[config.mk]
export PLATFORM = sky130hd
export DESIGN_NAME = breadboard_sweep_ctrl
export DESIGN_NICKNAME = d
export VERILOG_FILES = /design/src/rtl/breadboard_pkg.sv /design/src/rtl/breadboard_sweep_ctrl_settle_timer.sv /design/src/rtl/breadboard_sweep_ctrl.sv
export SDC_FILE = /design/constraint.sdc
export NUM_CORES = 1
export LEC_CHECK = 0
export ABC_AREA = 1
export BUFFER_PORTS_ARGS = -buffer_cell sky130_fd_sc_hd__buf_2
export CAP_MARGIN = 20
export CORE_MARGIN = 3
export CORE_UTILIZATION = 33
export CTS_CLUSTER_DIAMETER = 150
export DETAILED_ROUTE_END_ITERATION = 16
export GPL_TIMING_DRIVEN = 0
export PLACE_DENSITY_LB_ADDON = 0.2
export SETUP_SLACK_MARGIN = 0.3
export SYNTH_ARGS = -nofsm -noshare
export SYNTH_HDL_FRONTEND = slang
export SYNTH_SLANG_ARGS = --single-unit
[constraint.sdc]
create_clock -name clk -period 1.7 [get_ports clk]
set_clock_uncertainty 0.2 [all_clocks]
set_input_delay 0.17 -clock clk [delete_from_list [all_inputs] [get_ports clk]]
set_output_delay 0.17 -clock clk [all_outputs]
set_load 0.02 [all_outputs]
[src/rtl/breadboard_pkg.sv]
// Shared types and sizes for the breadboard function-block sequencers.
package breadboard_pkg;

  localparam int unsigned NUM_IN  = 4;
  localparam int unsigned NUM_OUT = 10;
  localparam int unsigned NUM_VEC = 16;
  localparam int unsigned IDX_W   = $clog2(NUM_VEC);
  localparam int unsigned ERR_W   = $clog2(NUM_VEC + 1);
  localparam int unsigned TIMER_W = 8;

  typedef enum logic [2:0] {
    IDLE,
    DRIVE,
    SETTLE,
    CHECK,
    DONE
  } sweep_state_t;

  // First-mismatch capture record
  typedef struct packed {
    logic                valid;
    logic [IDX_W-1:0]    idx;
    logic [NUM_OUT-1:0]  mask;
  } mismatch_log_t;

  // Output bits that differ between breadboard and golden, restricted to enabled outputs
  function automatic logic [NUM_OUT-1:0] masked_diff(input logic [NUM_OUT-1:0] dut,
                                                     input logic [NUM_OUT-1:0] gold,
                                                     input logic [NUM_OUT-1:0] mask);
    return (dut ^ gold) & mask;
  endfunction

endpackage

[src/rtl/breadboard_sweep_ctrl_settle_timer.sv]
// Down-counter that times the settle window between driving a vector and checking it.
module settle_timer
  import breadboard_pkg::*;
#(
  parameter int unsigned W = TIMER_W
) (
  input  logic         clk,
  input  logic         rst,
  input  logic         load,
  input  logic         count,
  input  logic [W-1:0] load_val,
  output logic         expire_c
);

  logic [W-1:0] cnt;

  // Load on request, otherwise count down to zero and hold
  always_ff @(posedge clk or posedge rst) begin
    if (rst) begin
      cnt <= '0;
    end else if (load) begin
      cnt <= load_val;
    end else if (count && (cnt != '0)) begin
      cnt <= cnt - W'(1);
    end
  end

  // Last counting cycle of the window
  assign expire_c = count && (cnt == '0);

endmodule

[src/rtl/breadboard_sweep_ctrl.sv]
// Sweeps all 16 input vectors through the breadboard, compares against the golden
// model after a settle window, and reports mismatch count and pass/fail.
// Optional first-mismatch log outputs are enabled by defining SWEEP_MISMATCH_LOG_EN.
module breadboard_sweep_ctrl
  import breadboard_pkg::*;
#(
  parameter int unsigned          SETTLE_CYC = 4,
  parameter logic [NUM_OUT-1:0]   OUT_MASK   = 10'h3FF
) (
  input  logic                clk,
  input  logic                rst,
  input  logic                start,
  input  logic                abort,
  output logic [NUM_IN-1:0]   vec,
  input  logic [NUM_OUT-1:0]  dut_r,
  input  logic [NUM_OUT-1:0]  exp_r,
  output logic                busy,
  output logic                done,
  output logic                pass,
  output logic [ERR_W-1:0]    err_count
`ifdef SWEEP_MISMATCH_LOG_EN
  ,
  output logic                ff_valid,
  output logic [IDX_W-1:0]    ff_idx,
  output logic [NUM_OUT-1:0]  ff_mask
`endif
);

  // Settle timer reload value; the window spans SETTLE_CYC cycles including the expiring one
  localparam logic [TIMER_W-1:0] SETTLE_LOAD =
    (SETTLE_CYC == 0) ? '0 : TIMER_W'(SETTLE_CYC - 1);

  sweep_state_t        state;
  logic [IDX_W-1:0]    idx;
  logic [NUM_OUT-1:0]  diff_c;
  logic                mismatch_c;
  logic                expire_c;
  logic                start_ok_c;

  assign diff_c     = masked_diff(dut_r, exp_r, OUT_MASK);
  assign mismatch_c = |diff_c;
  assign start_ok_c = (state == IDLE) && start && !abort;

  settle_timer #(.W(TIMER_W)) u_settle_timer (
    .clk      (clk),
    .rst      (rst),
    .load     (state == DRIVE),
    .count    (state == SETTLE),
    .load_val (SETTLE_LOAD),
    .expire_c (expire_c)
  );

  // Sweep sequencer: state, vector index, drive, compare and result registers
  always_ff @(posedge clk or posedge rst) begin
    if (rst) begin
      state     <= IDLE;
      idx       <= '0;
      vec       <= '0;
      busy      <= 1'b0;
      done      <= 1'b0;
      pass      <= 1'b0;
      err_count <= '0;
    end else begin
      done <= 1'b0;
      if (abort && (state != IDLE)) begin
        state <= IDLE;
        busy  <= 1'b0;
        vec   <= '0;
        pass  <= 1'b0;
      end else begin
        case (state)
          IDLE: begin
            if (start_ok_c) begin
              state     <= DRIVE;
              err_count <= '0;
              pass      <= 1'b0;
              idx       <= '0;
              busy      <= 1'b1;
            end
          end
          DRIVE: begin
            vec   <= NUM_IN'(idx);
            state <= (SETTLE_CYC == 0) ? CHECK : SETTLE;
          end
          SETTLE: begin
            if (expire_c) state <= CHECK;
          end
          CHECK: begin
            if (mismatch_c) err_count <= err_count + ERR_W'(1);
            idx <= idx + IDX_W'(1);
            if (idx == IDX_W'(NUM_VEC - 1)) begin
              state <= DONE;
              done  <= 1'b1;
              busy  <= 1'b0;
              pass  <= !mismatch_c && (err_count == '0);
            end else begin
              state <= DRIVE;
            end
          end
          DONE:    state <= IDLE;
          default: state <= IDLE;
        endcase
      end
    end
  end

`ifdef SWEEP_MISMATCH_LOG_EN
  mismatch_log_t log_q;

  // Capture only the first mismatching check of each sweep
  always_ff @(posedge clk or posedge rst) begin
    if (rst) begin
      log_q <= '0;
    end else if (start_ok_c) begin
      log_q <= '0;
    end else if ((state == CHECK) && !abort && mismatch_c && !log_q.valid) begin
      log_q.valid <= 1'b1;
      log_q.idx   <= idx;
      log_q.mask  <= diff_c;
    end
  end

  assign ff_valid = log_q.valid;
  assign ff_idx   = log_q.idx;
  assign ff_mask  = log_q.mask;
`endif

endmodule

# [Word level (Yosys, flattened, before mapping)]
# Cells that the tools add are included.
[op_classes] addsub=3 n_mul=0 div=0 order_cmp=0 n_eq_ne=9 shifts=0 mux=25 bitwise=2 reduce_logical=22
[ops] cell="two-way mux 8 bit" n=2
[ops] cell="two-way mux 3 bit" n=4
[ops] cell="two-way mux 4 bit" n=3
[ops] cell="case mux 3 bit (4 select lines)" n=1
[ops] cell="two-way mux 5 bit" n=2
[ops] cell="case mux 5 bit (2 select lines)" n=1
[ops] cell="OR reduction 10 bit" n=1
[ops] cell="bitwise XOR 10 bit" n=1
[ops] cell="two-way mux 1 bit" n=9
[ops] cell="zero test 8 bit" n=1
[ops] cell="case mux 4 bit (2 select lines)" n=1
[ops] cell="nonzero test 8 bit" n=1
[ops] cell="subtractor 8 x 1 -> 8 bit, second input constant" n=1
[ops] cell="== test 3 x 2 -> 1 bit, second input constant" n=2
[ops] cell="logical AND 1 bit" n=6
[ops] cell="inequality test 3 bit, second input constant" n=2
[ops] cell="AND reduction 3 bit" n=2
[ops] cell="nonzero test 2 bit" n=3
[ops] cell="nonzero test 3 bit" n=2
[ops] cell="adder 5 x 1 -> 5 bit, second input constant" n=1
[ops] cell="zero test 5 bit" n=1
[ops] cell="adder 4 x 1 -> 4 bit, second input constant" n=1
[ops] cell="== test 4 bit, second input constant" n=1
[ops] cell="inequality test 2 bit, second input constant" n=2
[ops] cell="8 further kinds" n=10
[word_totals] regBits=27 latchBits=0 ram_bits=0 mem_bits_ro=0 inputBits=24 out_inout_bits=12 mem_count=0

# [Longest topological paths before layout]
[logic_depth] depth_word=7 ltp_mapped=9 ltp_nobuf=9

# [Modules after synthesis]
# Synthesis repeated with hierarchy kept, for this count alone.
[hier_totals] hier_cells=263 area_unflattened_um2=1805.5
[by_module_without_submodules] mod="breadboard_sweep_ctrl" n_inst=1 cells_per_inst=177 area_each_um2=1236.2 seq_area_each_um2=475.5
[by_module_without_submodules] mod="settle_timer" n_inst=1 cells_per_inst=86 area_each_um2=569.3 seq_area_each_um2=200.2

# [Least setup slack after synthesis]
# No wires, ideal clock.
[synth_timing] path_type="register to register" from="reg err_count[0]" to="reg err_count[4]" setup_time_ps=117 arrival_ps=1185 required_time_ps=1383 setup_slack_ps=198 path_stages_with_launch=9 period_less_slack_ps=1502 cell_sequence="dfrtp_1 -> ha_1 -> nand2_1 -> inv_1 -> nand2_1 -> xor2_1 -> nor2_1 -> nand3_1 -> nand2_1"
[synth_via] elab_chain_cells=3
[synth_rtl] element="start: declaration" line="breadboard_sweep_ctrl.sv:20" text="output logic [ERR_W-1:0] err_count"
[synth_rtl] element="start signal: assignment" line="breadboard_sweep_ctrl.sv:89" text="if (mismatch_c) err_count <= err_count + ERR_W'(1);"
[synth_rtl] element="adder 5 x 1 -> 5 bit" line="breadboard_sweep_ctrl.sv:89"
[synth_rtl] element="two-way mux 5 bit" line="breadboard_sweep_ctrl.sv:89"
[synth_rtl] element="case mux 5 bit (2 select lines)" line="breadboard_sweep_ctrl.sv:71" text="case (state)"
# Every way passes these cells. The select of a mux whose other input is x is not followed.
# A chain may end at the register's enable or synchronous reset.

# [Worst setup path after layout]
[layout_timing] from="reg state[1]" to="reg u_settle_timer.cnt[5]"
[layout_via] elab_chain_cells=3
[layout_rtl] element="start: declaration" line="breadboard_sweep_ctrl.sv:33" text="sweep_state_t state;"
[layout_rtl] element="start signal: assignment" line="breadboard_sweep_ctrl.sv:83" text="state <= (SETTLE_CYC == 0) ? CHECK : SETTLE;"
[layout_rtl] element="== test 3 x 2 -> 1 bit" line="breadboard_sweep_ctrl.sv:48" text=".count (state == SETTLE),"
[layout_rtl] element="logical AND 1 bit" line="breadboard_sweep_ctrl_settle_timer.sv:23" text="end else if (count && (cnt != '0)) begin"
[layout_rtl] element="nonzero test 2 bit (no source line)"
[layout_rtl] element="end signal: assignment" line="breadboard_sweep_ctrl_settle_timer.sv:22" text="cnt <= load_val;"
[layout_rtl] element="end signal: assignment" line="breadboard_sweep_ctrl_settle_timer.sv:24" text="cnt <= cnt - W'(1);"
[layout_rtl] element="end: declaration" line="breadboard_sweep_ctrl_settle_timer.sv:15" text="logic [W-1:0] cnt;"
# Parallel ways exist; a longest one is shown, timed or not.

==> results.yml <==
power_and_ir_drop:
  p_comb_share_pct: 54.6
  powerDensity_nw_per_um2: 1256
  p_int_uw: 1664
  vdd_drop_max_v: 0.0006153
  netSwitchingPower_uw: 1207
  seq_power_share_pct: 32.3
  leakage_uw: 0.001225
  clock_power_share_pct: 13.0
  switching_share_pct: 42.04
setup_path:
  crit_cells: 7
  cp_slowest_cell: "dfrtp_2"
  worst_setup_path_end_kind: "flip-flop"
  worstRegToRegCells: 7
  cp.buffers_inverters: 3
  worstPathRequired_ps: 1670
  cp_data_arrival_time_ps: 1490
  cpPeakStageDelay_ps: 460
  critical-path-top-delay-family: "flip-flops"
  cp_max_fo: 6
  timing.critical_path.cells: "nor2_4 > buf_4 > nand2_2 > buf_6 > buf_12 > nand3_1 > o21ai_1"
  path_class: "reg2reg"
  startpoint_type: "flip-flop"
  reg2reg_slack_ps: 180
placement:
  place_congestion: 0.8076
  hpwlAfterDp_microns: 2719
  port_buffers: 35
  dp.cells: 337
clocking:
  cts_buffers: 3
  clkLatencyLatePin_ps: 280
  cts-root-buf: "clkbuf_8"
  htreeDepth: 1
  cts_num_sinks: 27
  cts_tree: "yes"
  ctsLongestPathBuffers: 2
  path_clk_slew_ps: 90
sta:
  tightestPinTransition_ps: 398.9
  slew_headroom_pct: 73.38
  slew_violations: 0
  fin_setup_tns_ps: 0
  post-route-period-util_pct: 89.34
  rsz0062_at_grt: "yes"
  hold_violations: 0
  report.final.setup_viol: 0
  fmax_mhz: 658.4
  period_minus_slack_ps: 1519
hold_path:
  min_path_cells: 4
  hold_class: "in2reg"
global_route:
  grt_overflow: 0
  grt_start_max_net_pins: 21
  grt_antenna_before_repair: 0
  grt_pass1_wl_microns: 6368
  grt_pass1_vias: 1478
  grtUsageTotal_pct: 12.88
finish:
  nNetsFinal: 323
  drive_gt1_share_pct: 33.11
  syn_to_final_growth_pct: 36.44
  diodes: 0
  fin_cells: 360
  filler_cell_count: 483
synth:
  netlist_instances: 234
  synth_top_family_by_area: "simple AND/OR/NAND/NOR gates"
  synth_seq_cells: 27
  synth-adder-area-share_pct: 3.734
  synthesis.area_sq_um: 1675
  ys_top_cells_by_area: "dfrtp_1 (40%), nand2_1 (18%), inv_1 (8.1%)"
  yosysWarnings: 0
  syn_nets: 263
  yosysUniqueCellTypes: 23
  yosys.area_share.simple_pct: 35.40
  synthMuxAreaShare_pct: 0
  synth_compound_area_share_pct: 7.394
  yosysSeqAreaShare_pct: 40.33
  yosysTopAreaCellShare_pct: 40.33
  yosysTopAreaCell: "dfrtp_1"
  synth-xor-area-share_pct: 3.659
  syn_avg_cell_area_sq_um: 7.160
detailed_routing:
  wl_microns: 3664
  dr.pass1.iters: 4
  wire_per_inst_microns: 10.18
  vias_per_cell: 4.325
  drtIter0Drc: 30
  vias: 1557
  ant_nets: 0
  drc: 0
floorplanning:
  die_h_microns: 77.25
  rows: 25
  start_util_pct: 34.78
  dieArea_sq_um: 5968
  coreArea_sq_um: 4817
  fp.dieW_microns: 77.25
  io_pins: 36
job:
  maxCapViolCount: 0
status:
  status: "complete, no violations"
[registers in the layout, summed over array words and instances, names as in the netlist]
signal	cells
busy	1
done	1
err_count	5
idx	4
pass	1
state	3
u_settle_timer.cnt	8
vec	4
[logic make-up after synthesis]
logic type | after synthesis
buffers and inverters | 39
AO/OA/AOI/OAI | 21
flip-flops | 27
AND/OR/NAND/NOR | 135
XOR/XNOR | 7
adder cells (fa/ha/maj) | 5
[layout by cell type (no fill, tap or decap), drive strengths merged]
cell / Yosys / routed
nor2: 24 / 24
xnor2: 2 / 2
clkinv: 1 / 2
ha: 5 / 5
nand2: 82 / 82
nand3: 24 / 24
nor3: 3 / 3
nand4: 2 / 2
o21ai: 13 / 13
xor2: 5 / 5
dfrtp: 27 / 27
o31ai: 1 / 1
clkbuf: 0 / 3
o21bai: 2 / 2
inv: 37 / 37
buf: 1 / 55
a21oi: 5 / 5
dlygate4sd3: 0 / 1
[through the flow]
step | cell area, sq um | setup WS, ps | hold WS [ps] | power, uW | util (%)
3_3_place_gp | 1969 | 147.1 | 263.0 | 2067 | 40.88
5_1_grt | 2286 | 88.61 | 72.38 | 3127 | 47.45
6_report | 2286 | 181.3 | 53.45 | 2872 | 47.45
2_1_floorplan | 1710 | 274.6 | 22.58 | 1804 | -
3_5_place_dp | 1997 | 142.6 | -19.00 | 2081 | 41.45
4_1_cts | 2226 | 194.5 | 51.62 | 2810 | 46.21
[worst paths after layout]
| kind | to | start |
|---|---|---|
| min | state[1] | abort |
| max | u_settle_timer.cnt[5] | state[1] |
| max reg2reg | u_settle_timer.cnt[5] | state[1] |
| min in group asynchronous | u_settle_timer.cnt[7] | rst |
| max in group asynchronous | state[1] | rst |
| min reg2reg | pass | pass |
[power groups by stage]
stage / sequential, uW / combinational, uW / clock (uW)
final: 928 / 1570 / 375
after global routing: 948 / 1760 / 422
after CTS: 919 / 1490 / 398
after detailed placement: 946 / 1130 / 0
after global placement: 946 / 1120 / 0
after floorplan: 964 / 840 / 0
[layer usage]
metal  up-vias  GRT usage [%]  share of wire, %
met2        11          23.75                52
met4         0          2.669              0.55
met3         2          2.700               2.5
met5         -              0                 0
li1        847              -                 -
met1       697          15.26                45
[cells in the mapped netlist]
| library cell | instances |
|---|---|
| a21oi_1 | 5 |
| buf_6 | 1 |
| clkinv_4 | 1 |
| dfrtp_1 | 27 |
| ha_1 | 5 |
| inv_1 | 36 |
| inv_2 | 1 |
| nand2_1 | 79 |
| nand2_4 | 3 |
| nand3_1 | 22 |
| nand3_2 | 1 |
| nand3_4 | 1 |
| nand4_1 | 2 |
| nor2_1 | 21 |
| nor2_2 | 3 |
| nor3_1 | 3 |
| o21ai_0 | 10 |
| o21ai_1 | 3 |
| o21bai_1 | 1 |
| o21bai_4 | 1 |
| o31ai_1 | 1 |
| xnor2_1 | 2 |
| xor2_1 | 5 |
[worst reg2reg max path: cells and delay by family, from the launching register on]
family	cells	cell delay, ps
compound gates	1	60
buf+inv	3	390
flops	1	460
simple gates	3	300
[layout make-up]
class                           instances  area, sq um  area share (%)
Buffer                                  1        11.26          0.4926
Clock buffer                            3        41.29           1.806
Clock inverter                          1        5.005          0.2189
Inverter                               38        152.6           6.678
Multi-Input combinational cell        168        943.4           41.27
Sequential cell                        27        680.7           29.78
Tap cell                               67        83.83           3.667
Timing Repair Buffer                   55        367.9           16.09
[timing repair]
action / CTS / global route
endpoints found under the setup margin: 24 / 24
endpoints found under the hold margin: 26 / 0
pin swaps: 9 / 6
hold buffers: 1 / 0
resized for setup: 23 / 14
buffers inserted: 15 / 3
Power figures use the tool's default switching activity.
